===== src/rtl/multi_cycle_control.sv =====
// ---------------------------------------------------------------------------
// multi_cycle_control
//   Main control FSM of the multi-cycle CPU. It steps every instruction
//   through fetch, decode, execute, memory and writeback cycles. Each state
//   lasts one cycle. The FSM drives the datapath enables and mux selects. It
//   raises the illegal-instruction exception (Cause=1) and the
//   misaligned-address exception (Cause=2), and it holds a sticky Halt.
//
// Ports
//   clk, reset          clock and synchronous active-high reset
//   opcode/funct3/...   instruction fields from the IR
//   alu_zero            ALU zero flag (combined with PCWriteCond outside)
//   addr_misaligned     ALUOut address not aligned to the access size
//   PCWrite..PCSource   datapath enables and mux selects (Moore decodes)
//   CauseWrite, Cause   cause register load and value
//   Halt                sticky halt, set on entry to HALT
//   instr_retired       count of completed instructions
// ---------------------------------------------------------------------------
module multi_cycle_control #(
    parameter logic [31:0] EXC_VECTOR = 32'h0000_0100,
    parameter logic [4:0]  LINK_REG   = 5'd31
) (
    input  logic        clk,
    input  logic        reset,
    input  logic [6:0]  opcode,
    input  logic [2:0]  funct3,
    input  logic        funct7_5,
    input  logic        alu_zero,
    input  logic        addr_misaligned,
    output logic        PCWrite,
    output logic        PCWriteCond,
    output logic        IorD,
    output logic        MemRead,
    output logic        MemWrite,
    output logic        IRWrite,
    output logic        RegWrite,
    output logic        RegDstLink,
    output logic [1:0]  MemtoReg,
    output logic [1:0]  ALUSrcA,
    output logic [1:0]  ALUSrcB,
    output logic [1:0]  ALUOp,
    output logic [1:0]  PCSource,
    output logic        CauseWrite,
    output logic [31:0] Cause,
    output logic        Halt,
    output logic [31:0] instr_retired
);

    typedef enum logic [3:0] {
        S_FETCH    = 4'd0,
        S_DECODE   = 4'd1,
        S_EXEC_R   = 4'd2,
        S_EXEC_I   = 4'd3,
        S_ALU_WB   = 4'd4,
        S_LUI      = 4'd5,
        S_MEM_ADDR = 4'd6,
        S_MEM_CHK  = 4'd7,
        S_MEM_RD   = 4'd8,
        S_MEM_WB   = 4'd9,
        S_MEM_WR   = 4'd10,
        S_BRANCH   = 4'd11,
        S_JAL      = 4'd12,
        S_EXCEPT   = 4'd13,
        S_HALT     = 4'd14
    } state_t;

    state_t     state;
    logic [1:0] cause_q;
    logic       halt_q;

    // Raw strobes before the reset mask.
    logic pcw_r, pcwc_r, mr_r, mw_r, irw_r, rw_r, cw_r;

    // These fields are consumed by the datapath, not by the sequencer. The
    // signal exists only so that they are referenced.
    logic unused_ok;
    assign unused_ok = ^{funct3, funct7_5, alu_zero, EXC_VECTOR, LINK_REG};

    always_ff @(posedge clk) begin
        if (reset) begin
            state         <= S_FETCH;
            halt_q        <= 1'b0;
            cause_q       <= 2'd0;
            instr_retired <= 32'd0;
        end else begin
            case (state)
                S_FETCH:  state <= S_DECODE;
                S_DECODE: begin
                    case (opcode)
                        7'h33:        state <= S_EXEC_R;
                        7'h13:        state <= S_EXEC_I;
                        7'h03, 7'h23: state <= S_MEM_ADDR;
                        7'h63:        state <= S_BRANCH;
                        7'h6F:        state <= S_JAL;
                        7'h37:        state <= S_LUI;
                        7'h73: begin
                            state  <= S_HALT;
                            halt_q <= 1'b1;   // visible from the first HALT cycle
                        end
                        default: begin
                            state   <= S_EXCEPT;
                            cause_q <= 2'd1;
                        end
                    endcase
                end
                S_EXEC_R, S_EXEC_I, S_LUI: state <= S_ALU_WB;
                S_MEM_ADDR: state <= S_MEM_CHK;
                // The alignment flag is only meaningful one cycle after the
                // address reaches ALUOut, so it is checked here.
                S_MEM_CHK: begin
                    if (addr_misaligned) begin
                        state   <= S_EXCEPT;
                        cause_q <= 2'd2;
                    end else if (opcode == 7'h03) begin
                        state <= S_MEM_RD;
                    end else begin
                        state <= S_MEM_WR;
                    end
                end
                S_MEM_RD: state <= S_MEM_WB;
                // Completing states: the instruction retires on the way back
                // to FETCH.
                S_ALU_WB, S_MEM_WB, S_MEM_WR, S_BRANCH, S_JAL: begin
                    state         <= S_FETCH;
                    instr_retired <= instr_retired + 32'd1;
                end
                S_EXCEPT: state <= S_FETCH;
                S_HALT:   state <= S_HALT;
                default:  state <= S_FETCH;
            endcase
        end
    end

    always_comb begin
        pcw_r      = 1'b0;
        pcwc_r     = 1'b0;
        mr_r       = 1'b0;
        mw_r       = 1'b0;
        irw_r      = 1'b0;
        rw_r       = 1'b0;
        cw_r       = 1'b0;
        IorD       = 1'b0;
        RegDstLink = 1'b0;
        MemtoReg   = 2'd0;
        ALUSrcA    = 2'd0;
        ALUSrcB    = 2'd0;
        ALUOp      = 2'd0;
        PCSource   = 2'd0;
        case (state)
            S_FETCH: begin
                mr_r    = 1'b1;
                irw_r   = 1'b1;
                pcw_r   = 1'b1;
                ALUSrcB = 2'd1;
            end
            S_DECODE:   ALUSrcB = 2'd2;
            S_EXEC_R: begin
                ALUSrcA = 2'd1;
                ALUOp   = 2'd2;
            end
            S_EXEC_I: begin
                ALUSrcA = 2'd1;
                ALUSrcB = 2'd2;
                ALUOp   = 2'd2;
            end
            S_ALU_WB:   rw_r = 1'b1;
            S_LUI: begin
                ALUSrcA = 2'd2;
                ALUSrcB = 2'd2;
            end
            S_MEM_ADDR: begin
                ALUSrcA = 2'd1;
                ALUSrcB = 2'd2;
            end
            S_MEM_RD: begin
                mr_r = 1'b1;
                IorD = 1'b1;
            end
            S_MEM_WB: begin
                rw_r     = 1'b1;
                MemtoReg = 2'd1;
            end
            S_MEM_WR: begin
                mw_r = 1'b1;
                IorD = 1'b1;
            end
            S_BRANCH: begin
                ALUSrcA  = 2'd1;
                ALUOp    = 2'd1;
                pcwc_r   = 1'b1;
                PCSource = 2'd1;
            end
            S_JAL: begin
                rw_r     = 1'b1;
                MemtoReg = 2'd2;
                pcw_r    = 1'b1;
                PCSource = 2'd1;
            end
            S_EXCEPT: begin
                rw_r       = 1'b1;
                RegDstLink = 1'b1;
                MemtoReg   = 2'd2;
                cw_r       = 1'b1;
                pcw_r      = 1'b1;
                PCSource   = 2'd2;
            end
            default: ;
        endcase
    end

    // Reset gates every write and strobe in the same cycle. This stops an
    // interrupted instruction from writing memory or the register file.
    assign PCWrite     = pcw_r  & ~reset;
    assign PCWriteCond = pcwc_r & ~reset;
    assign MemRead     = mr_r   & ~reset;
    assign MemWrite    = mw_r   & ~reset;
    assign IRWrite     = irw_r  & ~reset;
    assign RegWrite    = rw_r   & ~reset;
    assign CauseWrite  = cw_r   & ~reset;
    assign Cause       = {30'd0, cause_q};
    assign Halt        = halt_q;

endmodule


===== config.mk =====
export PLATFORM = sky130hd
export DESIGN_NAME = multi_cycle_control
export DESIGN_NICKNAME = d
export VERILOG_FILES = /design/src/rtl/multi_cycle_control.sv
export SDC_FILE = /design/constraint.sdc
export NUM_CORES = 1
export LEC_CHECK = 0
export BUFFER_PORTS_ARGS = -buffer_cell sky130_fd_sc_hd__buf_4
export CAP_MARGIN = 20
export CELL_PAD_IN_SITES_DETAIL_PLACEMENT = 1
export CELL_PAD_IN_SITES_GLOBAL_PLACEMENT = 2
export CORE_UTILIZATION = 24
export CTS_CLUSTER_SIZE = 30
export DETAILED_ROUTE_END_ITERATION = 12
export HOLD_SLACK_MARGIN = 0.08
export PLACE_DENSITY_LB_ADDON = 0.1
export RECOVER_POWER = 100
export SYNTH_ARGS = -nofsm -noshare
export SYNTH_HDL_FRONTEND = slang
export SYNTH_SLANG_ARGS = --single-unit

===== constraint.sdc =====
create_clock -name clk -period 2 [get_ports clk]
set_input_delay 0.2 -clock clk [delete_from_list [all_inputs] [get_ports clk]]
set_output_delay 0.2 -clock clk [all_outputs]
set_load 0.01 [all_outputs]

# Word-level counts from Yosys, hierarchy flattened
# Cells that the tools add are included.
[totals]
reg_bits = 39
inputBits = 15
out_inout_bits = 84
wordCells = 74
[op_classes]
addsub = 1
eq_ne = 24
n_mux = 20
bitwise = 8
n_reduce_logical = 17
[ops]
columns = ["op", "count"]
rows = [
  ["$pmux 4 s7", 2],
  ["$add 32x1->32 const B", 1],
  ["$eq 4x4->1 const B", 7],
  ["$pmux 2 s2", 6],
  ["$eq 7x6->1 const B", 3],
  ["$eq 7x7->1 const B", 3],
  ["$eq 4x3->1 const B", 4],
  ["$reduce_or 2->1", 6],
  ["$reduce_or 4->1", 3],
  ["$eq 4x2->1 const B", 2],
  ["$mux 1", 8],
  ["$reduce_or 8->1", 1],
  ["$and 1x1->1", 7],
  ["$eq 7x2->1 const B", 1],
  ["$eq 7x5->1 const B", 1],
  ["$mux 2", 3],
  ["$reduce_or 3->1", 2],
  ["$reduce_or 5->1", 1],
  ["$eq 4x1->1 const B", 1],
  ["$logic_not 4->1", 1],
  ["$ne 2x2->1 const B", 2],
  ["$mux 3", 1],
  ["$reduce_and 3->1", 1],
  ["$reduce_and 2->1", 1],
  ["2 further kinds", 2],
]

# Longest topological paths before layout
[depth]
word_depth = 4
mapped_depth = 7
mapped_depth_nobuf = 5

# Least setup slack after synthesis
# No wires, ideal clock.
[synth_path]
path_type = "register to register"
start = "reg instr_retired[9]"
end = "reg instr_retired[25]"
setup_ns = 0.071
arrival_time_ns = 1.904
t_required_ns = 1.929
slack_ns = 0.025
path_stages_with_launch = 6
path_buffers = 0
period_less_slack_ns = 1.975
cell_sequence = "dfxtp_1 > and4_4 > nand4_4 > or3_4 > or4_1 > a21oi_1"
[synth_via]
elab_chain_cells = 1
[synth_rtl]
columns = ["element", "line", "source"]
rows = [
  ["start, declared", "46", "output logic [31:0] instr_retired"],
  ["start signal, assigned", "125", "instr_retired <= instr_retired + 32'd1;"],
  ["$add 32x1->32", "125", ""],
]
# No other way between the ends.
# A chain may end at the register's enable or synchronous reset.

# Final worst setup path
[layout_path]
start = "reg instr_retired[5]"
end = "reg instr_retired[27]"
# Same word-level chain as after synthesis.

==> results.md <==
* Max Slew Vio Count at 0
* Clock Latency Late Sink at 0.29 ns
* Chip Height at 104 µm
* Starting Density at 0.246
* DR vias/cell at 4.63
* Multiplexer share of the synthesized area at 0.0129
* Unrepaired setup endpoints after global routing: false
* Core Footprint at 10200 µm²
* Post-layout nets at 418
* Post-synthesis sequential area ratio at 0.310
* Total Routing Usage GR at 0.138
* Worst Skew at 0.00601 ns
* Global-route wire length before repair at 12200 µm
* Worst EP required at 2.23 ns
* Maximum VDD drop at 0.000279 V
* Overall routed net length at 7530 µm
* Worst-margin pin slew at 0.523 ns
* Cells after DPL at 530
* Vias at 2494
* Area of the mapped netlist at 2520 µm²
* Final hold vios at 0
* Clock sink count at 39
* Setup slack, reg-to-reg at 0.09 ns
* Hold/Removal Path Class: primary input to flip-flop
* Power, Total at 2420 µW
* Power Density at 774 nW/µm²
* Vias in the first global route at 2366
* DR DRC count at 0
* CP Capture Type: flip-flop
* Die area at 10900 µm²
* Largest net degree at the start of global routing at 45
* DR pass1 iterations at 4
* Clock root buffer: clkbuf_8
* Reg area at 782 µm²
* Compound-Gate Fraction of Synth Area at 0.155
* CTS buffer count at 5
* Crit start category: flip-flop
* Highest clock rate at 523 MHz
* Antenna violations before repair at 0
* Area Overhead vs Synth at 23.9%
* Routed Antenna Nets at 0
* Main synth FF type: dfxtp_1
* Placer congestion estimate at 0.712
* Clock transition at path regs at 0.08 ns
* Fin crit period at 1.91 ns
* Arrival time worst endpoint at 2.14 ns
* Pleak at 0.00113 µW
* Critical path class: flip-flop to flip-flop
* DP Worst Slack at 0.0271 ns
* FP Rows at 37
* Antenna Cells at 0
* 1st-iter DRT viols at 48
* Synth Register Bits at 39
* Longest Clk Path Bufs at 2
* Main combinational cell family by area after synthesis: simple AND/OR/NAND/NOR gates
* Num ports at 99
* Fillers at 1283
* Syn. warnings at 0
* Synth Area in Simple Gates at 0.329
* Setup violations, final at 0
* Fin crit share at 0.956
* Share of cells above drive strength 1 at 0.171
* Area of the multi-input gates at 1510 µm²
* Non-filler cells, final at 539
* Syn Inst Count at 315
* Drt wl/cell at 14.0 µm
* H-tree levels at 2
* I/O Buffers at 63
* Die Wd at 104 µm
* Mean post-synth cell area at 8.00 µm²
* Post-Synth Adder-Cell Area at 0.00496
* Dpl hpwl at 5610 µm
* Maxcap violations at 0
* Setup TNS at 0 ns
* Synth Area in XOR/XNOR at 0.0486
* CTS tree: yes
* EDFF count, synth at 0
* Worst rel slew slack at 0.652
* Critical path peak fanout at 6
* Grt total ovfl at 0
* Library cells used by synthesis at 60
* Status: finished, final reports clean
* PnR worst setup slack at 0.0889 ns
* FFs w/ async S/R, synth at 0
==> registers in the layout, summed over array words and instances (netlist names) <==
| register | flops |
|---|---|
| state | 4 |
| instr_retired | 32 |
| Halt | 1 |
| cause_q | 2 |
==> cell usage in the layout, fill, tap and decap left out, types with 2 or more instances in the layout <==
cell and n:
conb_1 30, nor4_1 4, buf_4 46, and3_1 7, xor2_1 7, inv_1 4
nand4b_1 2, nor3_1 9, nand2b_1 3, nand3b_1 2, o211ai_1 2, and2_0 2
a31oi_1 2, o21ai_0 14, o31ai_1 7, a21oi_1 23, or2_2 2, nand3_1 11
nor2_1 31, clkbuf_8 7, nand2_1 18, nor4b_1 3, and2_1 2, or4_1 7
clkbuf_1 52, dfxtp_1 38, xnor2_1 7, nand4_1 12, or3_1 9, o21a_1 4
nor2b_1 7, and4_1 3
==> layout make-up <==
| cell class | instances | share of cell area |
|---|---|---|
| repair buffers | 98 | 0.175 |
| well taps | 136 | 0.0545 |
| inverters | 4 | 0.00481 |
| flip-flops and latches | 39 | 0.250 |
| multi-input cells | 254 | 0.483 |
| clock buffers | 8 | 0.0321 |
==> layer usage <==
layer | part of all wire | track usage
met3 | 0.038 | 0.0251
met5 | 0 | 0
met1 | 0.50 | 0.190
met2 | 0.45 | 0.220
met4 | 0.0089 | 0.0367
==> cell families (layout without fill, tap and decap cells) <==
logic type / Yosys count / count (layout)
AO/OA/AOI/OAI: 63 / 63
XOR/XNOR: 14 / 14
adder cells (fa/ha/maj): 1 / 1
buffers and inverters: 51 / 110
flip-flops: 39 / 39
multiplexers: 3 / 3
other: 1 / 30
AND/OR/NAND/NOR: 143 / 143
==> through the flow <==
step / util / hold slack (ns) / instance area [µm²]
floorplan: - / 0.377 / 2630
global placement: 0.312 / 0.471 / 3200
detailed placement: 0.312 / 0.458 / 3200
CTS: 0.322 / 0.205 / 3300
global route: 0.305 / 0.240 / 3120
finish: 0.305 / 0.212 / 3120
==> power by group <==
part	internal, µW	switching [µW]
Combinational	354	598
Clock	315	288
Sequential	826	35.5
Total	1490	922
==> repair_timing <==
item | 4_1_cts | 5_1_grt
buffers inserted | 0 | 1
hold buffers | 0 | 0
endpoints found under the setup margin | 0 | 9
gates resized for setup | 0 | 6
==> cells in the mapped netlist, types with 2 or more instances <==
cell      count  area, µm²
o21ai_0      14       70.1
buf_6         2       22.5
nand4b_1      2       17.5
clkbuf_1      8       30.0
xor2_1        7       61.3
o21a_1        4       30.0
nand4_1      12       75.1
o211ai_1      2       15.0
nor3_1        9       45.0
nor2_1       31        116
or2_2         2       12.5
buf_4        31        233
dfxtp_1      39        781
buf_2         2       10.0
and2_1        3       18.8
nand2_1      18       67.6
or4_1         7       52.6
nor2b_1       7       43.8
nor4_1        5       31.3
nand2b_1      3       18.8
xnor2_1       7       61.3
nand3_1      11       55.1
a31oi_1       2       12.5
and4_1        3       26.3
a21oi_1      24        120
nand3b_1      2       15.0
or3_1         9       56.3
o31ai_1       7       52.6
and3_1        7       43.8
inv_1         4       15.0
nor4b_1       2       17.5
==> final timing paths <==
path | start | depth (start not counted) | end
worst max register to register | instr_retired[5] | 5 | instr_retired[27]
worst max-delay path | instr_retired[5] | 5 | instr_retired[27]
worst min register to register | cause_q[0] | 1 | cause_q[0]
worst min-delay path | addr_misaligned | 3 | cause_q[0]
==> critical path, stage by stage (launching register included) <==
cell     delay (ns)
dfxtp_1        0.35
and4_1         0.28
nand4_4        0.12
or3_4          0.43
or4_1          0.51
a21oi_1        0.15
Note: power is estimated with default switching activity, not from simulation.
